$ cat config.mk
export PLATFORM = sky130hd
export DESIGN_NAME = alu_word_seq
export DESIGN_NICKNAME = d
export VERILOG_FILES = /design/src/rtl/alu_word_seq_pkg.sv /design/src/rtl/alu_word_seq.sv
export SDC_FILE = /design/constraint.sdc
export NUM_CORES = 1
export LEC_CHECK = 0
export CORE_ASPECT_RATIO = 1.1
export CORE_UTILIZATION = 43
export CTS_BUF_LIST = sky130_fd_sc_hd__clkbuf_8 sky130_fd_sc_hd__clkbuf_16
export CTS_CLUSTER_SIZE = 24
export DETAILED_ROUTE_END_ITERATION = 16
export GPL_TIMING_DRIVEN = 0
export PLACE_DENSITY = 0.77
export SYNTH_ARGS = -nofsm -noshare
export SYNTH_HDL_FRONTEND = slang
export SYNTH_SLANG_ARGS = --single-unit
$ cat constraint.sdc
create_clock -name clk -period 3.7 [get_ports clk]
set_input_delay 0.74 -clock clk [delete_from_list [all_inputs] [get_ports clk]]
set_output_delay 0.74 -clock clk [all_outputs]
set_load 0.03 [all_outputs]
$ cat src/rtl/alu_word_seq_pkg.sv
// alu_word_seq_pkg: shared ALU opcode/function codes plus the command and
// state encodings used by the multi-byte ALU sequencer.
//   op_mne      : 8-bit ALU opcodes (opOTYPE selects the O-type function unit)
//   fn_mne      : O-type function codes driven on the ALU function port
//   seq_cmd_t   : wide command issued by the core control path
//   seq_state_t : sequencer FSM states
package alu_word_seq_pkg;

  localparam int ALU_W = 8;

  typedef enum logic [2:0] {
    opADD   = 3'd0,
    opSUB   = 3'd1,
    opAND   = 3'd2,
    opOR    = 3'd3,
    opXOR   = 3'd4,
    opPASS  = 3'd5,
    opCMP   = 3'd6,
    opOTYPE = 3'd7
  } op_mne;

  typedef enum logic [2:0] {
    fnSHIFTL_O = 3'd0,
    fnSHIFTR_O = 3'd1,
    fnROTL_O   = 3'd2,
    fnROTR_O   = 3'd3,
    fnNOT_O    = 3'd4,
    fnSWAP_O   = 3'd5,
    fnINC_O    = 3'd6,
    fnDEC_O    = 3'd7
  } fn_mne;

  typedef enum logic [1:0] {
    CMD_ADD = 2'd0,
    CMD_SUB = 2'd1,
    CMD_SHL = 2'd2,
    CMD_SHR = 2'd3
  } seq_cmd_t;

  typedef enum logic [1:0] {
    S_IDLE = 2'd0,
    S_RUN  = 2'd1,
    S_DONE = 2'd2
  } seq_state_t;

endpackage

$ cat src/rtl/alu_word_seq.sv
// alu_word_seq: runs ADD/SUB/SHL/SHR on operands up to 8*NBYTES bits by
// feeding the external 8-bit combinational ALU one byte per clock and
// chaining its carry/shift-out through an internal carry register.
// Ports:
//   clk, rst             clock, async active-high reset
//   start, cmd, len      command request (sampled in IDLE), op, bytes-1
//   a_in, b_in           operands, byte 0 = LSB (b_in unused for shifts)
//   busy, done           busy in RUN/DONE, one-cycle completion pulse
//   result, carry_out    result (bytes above len zero), final carry
//   alu_a/b/op/func      ALU operand, opcode and O-type function drive
//   alu_ov_in/flag_in    ALU carry/shift-in, flag input (tied 0)
//   alu_out, alu_ov_out  ALU result byte and carry/shift-out
module alu_word_seq
  import alu_word_seq_pkg::*;
#(
  parameter  int NBYTES = 4,
  localparam int LW     = $clog2(NBYTES)
) (
  input  logic                  clk,
  input  logic                  rst,
  input  logic                  start,
  input  logic [1:0]            cmd,
  input  logic [LW-1:0]         len,
  input  logic [8*NBYTES-1:0]   a_in,
  input  logic [8*NBYTES-1:0]   b_in,
  output logic                  busy,
  output logic                  done,
  output logic [8*NBYTES-1:0]   result,
  output logic                  carry_out,
  output logic [ALU_W-1:0]      alu_a,
  output logic [ALU_W-1:0]      alu_b,
  output logic [2:0]            alu_op,
  output logic [2:0]            alu_func,
  output logic                  alu_ov_in,
  output logic                  alu_flag_in,
  input  logic [ALU_W-1:0]      alu_out,
  input  logic                  alu_ov_out
);

  localparam logic [LW-1:0] LEN_MAX = LW'(NBYTES - 1);

  seq_state_t                     state;
  seq_cmd_t                       cmd_q;
  logic [LW-1:0]                  len_q;
  logic [LW-1:0]                  idx;
  logic                           cy;
  logic [NBYTES-1:0][ALU_W-1:0]   a_q;
  logic [NBYTES-1:0][ALU_W-1:0]   b_q;
  logic [NBYTES-1:0][ALU_W-1:0]   res_q;

  // With a non-power-of-two NBYTES the len field can encode lengths past the
  // last byte; clamp so idx stays inside the operand arrays.
  logic [LW-1:0] len_c;
  assign len_c = (len > LEN_MAX) ? LEN_MAX : len;

  // SHR walks MSB->LSB, everything else LSB->MSB.
  logic last;
  assign last = (cmd_q == CMD_SHR) ? (idx == '0) : (idx == len_q);

  assign busy        = (state != S_IDLE);
  assign result      = res_q;
  assign alu_flag_in = 1'b0;

  // ALU drive decodes straight from registered state so that an async reset
  // returns the ALU side to its idle values without waiting for a clock.
  always_comb begin
    alu_op    = opADD;
    alu_func  = '0;
    alu_a     = '0;
    alu_b     = '0;
    alu_ov_in = 1'b0;
    if (state == S_RUN) begin
      alu_a     = a_q[idx];
      alu_ov_in = cy;
      unique case (cmd_q)
        CMD_ADD: alu_b = b_q[idx];
        // Subtract as A + ~B + 1; the +1 is the initial cy.
        CMD_SUB: alu_b = ~b_q[idx];
        CMD_SHL: begin
          alu_op   = opOTYPE;
          alu_func = fnSHIFTL_O;
        end
        CMD_SHR: begin
          alu_op   = opOTYPE;
          alu_func = fnSHIFTR_O;
        end
        default: ;
      endcase
    end
  end

  always_ff @(posedge clk or posedge rst) begin
    if (rst) begin
      state     <= S_IDLE;
      cmd_q     <= CMD_ADD;
      len_q     <= '0;
      idx       <= '0;
      cy        <= 1'b0;
      a_q       <= '0;
      b_q       <= '0;
      res_q     <= '0;
      carry_out <= 1'b0;
      done      <= 1'b0;
    end else begin
      unique case (state)
        S_IDLE: begin
          done <= 1'b0;
          if (start) begin
            a_q       <= a_in;
            b_q       <= b_in;
            cmd_q     <= seq_cmd_t'(cmd);
            len_q     <= len_c;
            res_q     <= '0;
            carry_out <= 1'b0;
            idx       <= (seq_cmd_t'(cmd) == CMD_SHR) ? len_c : '0;
            cy        <= (seq_cmd_t'(cmd) == CMD_SUB);
            state     <= S_RUN;
          end
        end
        S_RUN: begin
          res_q[idx] <= alu_out;
          cy         <= alu_ov_out;
          if (last) begin
            carry_out <= alu_ov_out;
            done      <= 1'b1;
            state     <= S_DONE;
          end else if (cmd_q == CMD_SHR) begin
            idx <= idx - 1'b1;
          end else begin
            idx <= idx + 1'b1;
          end
        end
        S_DONE: begin
          done  <= 1'b0;
          state <= S_IDLE;
        end
        default: state <= S_IDLE;
      endcase
    end
  end

endmodule
* Word-level counts from Yosys, hierarchy flattened
Index checks and enable logic that the tools add are counted.
Word-level totals: output and inout bits 59, input bits 80, bits in registers 107, word-level logic and storage cells 85
Operators by class: magnitude comparators 3, equality and inequality tests 11, reductions and logical operators 15, bitwise logic cells 1, muxes and demuxes 34, add/subtract/negate cells 2
Operators with widths (number):
- $pmux 32 s2 | 1
- $mux 8 | 5
- $bmux 8 s2 | 2
- $bwmux 32 | 1
- $mux 32 | 1
- $demux 8 s2 | 1
- $pmux 8 s2 | 1
- $mux 2 | 7
- $eq 2x2->1 const B | 4
- $mux 1 | 8
- $not 8->8 | 1
- $pmux 2 s2 | 2
- $reduce_and 2->1 | 4
- $eq 2x1->1 const B | 3
- $logic_not 2->1 | 3
- $mux 3 | 2
- $ne 2x2->1 const B | 3
- $pmux 1 s2 | 3
- $reduce_and 3->1 | 2
- $reduce_bool 2->1 | 3
- $reduce_or 2->1 | 2
- $lt 2x3->1 const B | 1
- $add 2x1->2 const B | 1
- $eq 2x2->1 | 1
- 4 further kinds | 4

* Depth between registers and ports, before layout
word-level depth 6, depth in mapped cells 6, depth with buffers taken out 4

* Worst setup path before layout
OpenSTA, ideal clock, no wires.
path type register to output, from register idx[0], to output port alu_b[0], slack 1.245 ns, cell stages (with the launch flop) 5, arrival 1.715 ns, path buffers 1, data required time 2.960 ns, cells stage by stage dfrtp_1 -> buf_6 -> mux4_2 -> xnor2_1 -> nor2_1
Between the ends: cells in the longest elaborated chain, start to end 5
Ends and longest elaborated chain:
- start: declaration | line alu_word_seq.sv:45 | logic [LW-1:0] idx;
- start signal: assignment | line alu_word_seq.sv:115 | idx <= (seq_cmd_t'(cmd) == CMD_SHR) ? len_c : '0;
- start signal: assignment | line alu_word_seq.sv:128 | idx <= idx - 1'b1;
- start signal: assignment | line alu_word_seq.sv:130 | idx <= idx + 1'b1;
- $bmux 8 s2 * | line alu_word_seq.sv:76, alu_word_seq.sv:78
- $mux 8 (not written as such) * | line alu_word_seq.sv:76, alu_word_seq.sv:78
- $not 8->8 | line alu_word_seq.sv:78 | CMD_SUB: alu_b = ~b_q[idx];
- $pmux 8 s2 * | line alu_word_seq.sv:75 | unique case (cmd_q)
- $mux 8 * | line alu_word_seq.sv:72 | if (state == S_RUN) begin
- end: declaration | line alu_word_seq.sv:31 | output logic [ALU_W-1:0] alu_b,
Mark *: on every way between the ends. The rest lies on a longest branch, timed or not. The select of a mux whose other input is x is not followed.

* Worst setup path after layout
Same ends and word-level chain as after synthesis.

==> impl_metrics.ini <==
[outcome]
status = finished clean

[floorplan]
num_rows = 40
die_area_mm2 = 0.01168
die_height_um = 113.2
die_width_um = 103.1
fp.coreArea_mm2 = 0.01091
start_util_pct = 44.32
ios = 139

[flow_run]
maxCapViolCount = 0

[clock_tree]
clockBufferDepth = 2
cts_root_buf = clkbuf_16
clkLatencyLatePin_ps = 340
tritoncts = yes
post_cts_buffers = 0
clkTransAtPathRegs_ps = 60
cts.sink_count = 107
h-tree-depth = 3
post_cts_resized = 0
cts_inserted_buffers = 9
hold_buffers = 0

[setup_path]
required_ps = 2960
critical_path.startpoint = idx[0]$_DFFE_PP0P_
crit_chain = buf_6, mux4_2, xnor2_1, nor2_1, clkdlybuf4s50_1
crit_slowest_cell = clkdlybuf4s50_1
rr_startpoint = state[1]$_DFFE_PP0P_
critPathKind = reg -> out
end_kind = primary output
arrival_ps = 2630
crit_end = alu_b[0]
r2r_end = a_q[15]$_DFFE_PP0P_
reg2reg_setup_slack_ps = 1670
cp_slowest_stage_delay_ps = 700
r2r_cells = 5
cp-start-kind = flip-flop
cp_max_fo = 10

[drt]
drtIter0Drc = 209
dr_wl_met3_um = 670
met2WireLength_mm = 6.251
via_per_inst = 5.070
firstDrtPassIters = 4
wirelength_mm = 12.30
ant_nets = 0
highest_layer = met4
drc = 0
wl_per_cell_um = 15.32
wl_met1_mm = 4.995
vias = 4071

[yosys]
yosys_warnings = 0
avgSynthCellArea_um2 = 9.633
synth_area_leaders = dfrtp_1 55%, nand2_1 19%, mux4_2 7.5%
synth_common_cells = 242 x nand2_1, 107 x dfrtp_1, 19 x clkbuf_1
synth_top_cell_area_share_pct = 55.37
synth_top_area_cell = dfrtp_1
synth_ff_type = dfrtp_1
yosysMostFrequentCell = nand2_1
yosysUniqueCellTypes = 41
syn_inst = 502
synth_seq_cells = 107
yosysSeqAreaShare_pct = 55.37
syn_area_mm2 = 0.004836
ys_async_sr_fraction_pct = 100.0
synth_enable_flop_cells = 0

[final_layout]
area_growth_syn_to_layout_pct = 38.34
final_area_mm2 = 0.006690
antenna_cells = 0
layout-drive-gt1-share_pct = 8.537
fillers = 950
nNetsFinal = 731

[timing]
whs_ps = 474.9
timing.fmax_mhz = 296.7
final-hold-violation-count = 0
fin_skew_ps = 5.564
slew_headroom_pct = 49.66
maxSlewViolCount = 0
setup_violations = 0
post-route-period-util_pct = 91.10
rsz0062_at_grt = no
tns_ps = 0
tightest_slew_ps = 755.1
final.min_clock_period_ps = 3371

[global_routing]
track_usage_pct = 22.95
grt_pass1_vias = 4187
antenna_found_initial = 0
grt_overflow = 0
grt_pass1_wl_mm = 20.15
grt_max_degree = 61

[placement]
port_buffers = 135
dpl_cell_area_mm2 = 0.006409
place_congestion = 0.8126
dp_hpwl_mm = 9.147

[power]
p_leak_nw = 3.146
cellPowerDensity_mw_per_mm2 = 886.8
irDropWorstVdd_uv = 333.8
total_power_mw = 5.933

[min_path]
hold_path_class = reg -> reg
-- metrics by stage --
step                      setup WS (ps)  instances  utilization [%]
after CTS                         317.2        803            61.32
final                             329.4        803            61.32
after global routing              242.5        803            61.32
after global placement            -1239        786            58.46
after detailed placement          701.7        787            58.74
after floorplan                   142.8        504                -
-- layout by cell type, fill, tap and decap left out, types with 5 or more instances in the layout --
cell type | synthesis | routed
o21ai_1 | 17 | 17
xnor2_1 | 9 | 9
buf_4 | 5 | 5
nand2_1 | 242 | 242
and2_1 | 10 | 10
a22o_1 | 16 | 16
clkbuf_1 | 19 | 19
mux4_2 | 16 | 16
clkdlybuf4s50_1 | 0 | 135
nor2_1 | 13 | 13
clkbuf_16 | 0 | 9
buf_2 | 8 | 8
dfrtp_1 | 107 | 107
-- layer usage --
layer	vias up	global-route usage, %
li1	1926	-
met1	1980	27.86
met2	140	39.60
met5	-	0
met3	25	2.965
met4	0	11.74
-- area by class of cell --
class | instances | area, µm² | share of cell area (%)
Sequential cell | 107 | 2678 | 40.02
Buffer | 35 | 183.9 | 2.749
Clock inverter | 6 | 42.54 | 0.6359
Timing Repair Buffer | 136 | 1379 | 20.61
Tap cell | 147 | 183.9 | 2.749
Inverter | 5 | 21.27 | 0.3179
Multi-Input combinational cell | 357 | 1963 | 29.34
Clock buffer | 10 | 239.0 | 3.572
-- registers in the layout (all words and copies together) (netlist names) --
name	cells
idx	2
cy	1
cmd_q	2
b_q	32
state	2
carry_out	1
len_q	2
a_q	32
done	1
result	32
-- worst min-delay path by stage --
stage          slack, ps           startpoint             endpoint  cells after the start
2_1_floorplan        440  a_q[16]$_DFFE_PP0P_  a_q[16]$_DFFE_PP0P_                      2
3_3_place_gp         450   b_q[9]$_DFFE_PP0P_   b_q[9]$_DFFE_PP0P_                      2
5_1_grt              500     done$_DFFE_PP0P_     done$_DFFE_PP0P_                      2
3_5_place_dp         460  a_q[16]$_DFFE_PP0P_  a_q[16]$_DFFE_PP0P_                      2
4_1_cts              480  a_q[19]$_DFFE_PP0P_  a_q[19]$_DFFE_PP0P_                      2
6_report             470     done$_DFFE_PP0P_     done$_DFFE_PP0P_                      2
-- critical path, delay by kind of cell (launching register included) --
family | cells | cell delay (ps)
buf+inv | 2 | 950
xor+xnor | 1 | 140
flops | 1 | 520
simple gates | 1 | 160
mux | 1 | 530
-- power breakdown --
part / leakage, nW / internal (mW) / switching (mW) / total, mW
logic: 1.64 / 1.34 / 1.69 / 3.02
clock network: 0.140 / 0.475 / 0.418 / 0.893
registers: 1.36 / 1.70 / 0.319 / 2.02
-- cell families after synthesis --
| logic type | synth area share [%] |
|---|---|
| compound gates | 6.831 |
| xor+xnor | 1.811 |
| buf+inv | 4.191 |
| flops | 55.37 |
| mux | 7.659 |
| other cells | 0.07755 |
| simple gates | 24.06 |
Power figures use the tool's default switching activity.
==> RTL change: new RTL, same settings <==
Set the parameter `NBYTES` to 8 (it was 4).
--- a/src/rtl/alu_word_seq.sv
+++ b/src/rtl/alu_word_seq.sv
@@ -15,3 +15,3 @@
 #(
-  parameter  int NBYTES = 4,
+  parameter  int NBYTES = 8,
   localparam int LW     = $clog2(NBYTES)
Ports: changed (resized a_in, b_in, len and result); port bits go from 139 to 236. No check against the original RTL was run, so the function may have changed too.
==> RTL change against the unedited design <==
Worst hold slack worse by 0.0045 ns. Combinational power grew 82%. Via count up 100%. Non-clock buffer count up 138. Maximum frequency shrank 6.5%. Wire length increased by 120%. Total power up 92%. Setup slack got worse by 0.23 ns. Area after synthesis grew 92%. Count of clock-buffer cells in the layout grew 17. Final area up 90%. Clock power is 130% higher. Sequential cell count is 98 higher. Critical endpoint is now alu_a[1]. Largest cell class unchanged. Largest power group unchanged. Highest routed layer is now met5.
==> RTL change: results (changes against the unedited design) <==
- Combinational power share: 0.481 (-0.028)
- Detail Placement HPWL: 20.4 mm (+120%)
- Comb group: 5490 uW (+82%)
- Port Buf Inserts: 224 (+66%)
- DR top layer: met5
- Sequential cell area fraction in the yosys report: 0.552 (-0.00150)
- Clock skew: 0.00819 ns (+0.00262 ns)
- Post-synthesis compound-gate area fraction: 0.0621 (-0.00622)
- DR pass1 iterations: 7 (+3)
- Nonclk buf count: 309 (+81%)
- Met3 WL: 2.19 mm (+230%)
- Setup crit end: alu_a[1]
- N_diodes: 1 (+1)
- Met2 usage: 0.432 (+0.0361)
- Clock net power: 2040 uW (+130%)
- CTS Buf Count: 22 (+13)
- DRT met1 WL: 11.1 mm (+120%)
- Initial DRC Count: 460 (+120%)
- Vias per cell: 5.11 (+0.82%)
- Multi-input logic area: 3770 um^2 (+92%)
- Sw Ratio: 0.413 (+0.00483)
- Final net count: 1441 (+97%)
- Wire length on met2: 13.1 mm (+110%)
- Setup slack, reg-to-reg: 1.09 ns (-0.58 ns)
- Post-synthesis adder-cell area fraction: 0.00135 (+0.00135)
- Outcome: complete, no violations
- Top area cells in the synthesized netlist: dfrtp_1 (55%), nand2_1 (22%), mux4_2 (4.8%)
- Global-route wire length before repair: 43.8 mm (+120%)
- Leak Pwr: 0.00607 uW (+93%)
- Met3 Track Usage GR: 0.0494 (+0.0198)
- Pin slew with the least headroom to its limit: 0.764 ns (+0.00873 ns)
- Max rail drop VDD: 608 uV (+82%)
- Hold Crit Start: b_q[26]$_DFFE_PP0P_
- Resized cells post-CTS: 19 (+19)
- Fillers: 1853 (+95%)
- Post-synth top cells: nand2_1 (541), dfrtp_1 (205), o21ai_0 (71)
- Worst R2R Path Depth: 9 (+4)
- FF/Latch Area: 5130 um^2 (+92%)
- Multi-input gates: 753 (+110%)
- Synth unique cells: 48 (+17%)
- Mux contribution to synthesized area: 0.0874 (+0.0108)
- Hold endpoint: b_q[26]$_DFFE_PP0P_
- Grt met1 use: 0.321 (+0.0428)
- Number of global-route vias before repair: 8301 (+98%)
- Critical Path AT: 2.87 ns (+0.24 ns)
- Clkbuf count: 27 (+17)
- Synth Area in XOR/XNOR: 0.00377 (-0.0143)
- Wire per inst: 17.2 um (+13%)
[RTL change: cell count changes in the layout (fill, tap and decap cells not counted), moves of 14 or more]
| cell | before | now |
|---|---|---|
| o21ai_1 | 17 | 1 |
| a22o_1 | 16 | 2 |
| clkdlybuf4s50_1 | 135 | 211 |
| nand2_1 | 242 | 541 |
| o21ai_0 | 1 | 71 |
| buf_4 | 5 | 20 |
| clkbuf_1 | 19 | 40 |
| clkbuf_16 | 9 | 23 |
| mux2i_1 | 1 | 26 |
| dfrtp_1 | 107 | 205 |
[RTL change: stage by stage]
stage | cells | hold slack [ns] | instance area, um^2 | worst slack (ns)
2_1_floorplan | 1042 | 0.438 | 9300 | 0.302
3_3_place_gp | 1556 | 0.453 | 11900 | -1.25
6_report | 1596 | 0.470 | 12700 | 0.0946
5_1_grt | 1595 | 0.497 | 12700 | 0.00802
3_5_place_dp | 1561 | 0.458 | 12000 | 0.169
4_1_cts | 1595 | 0.473 | 12700 | 0.0202
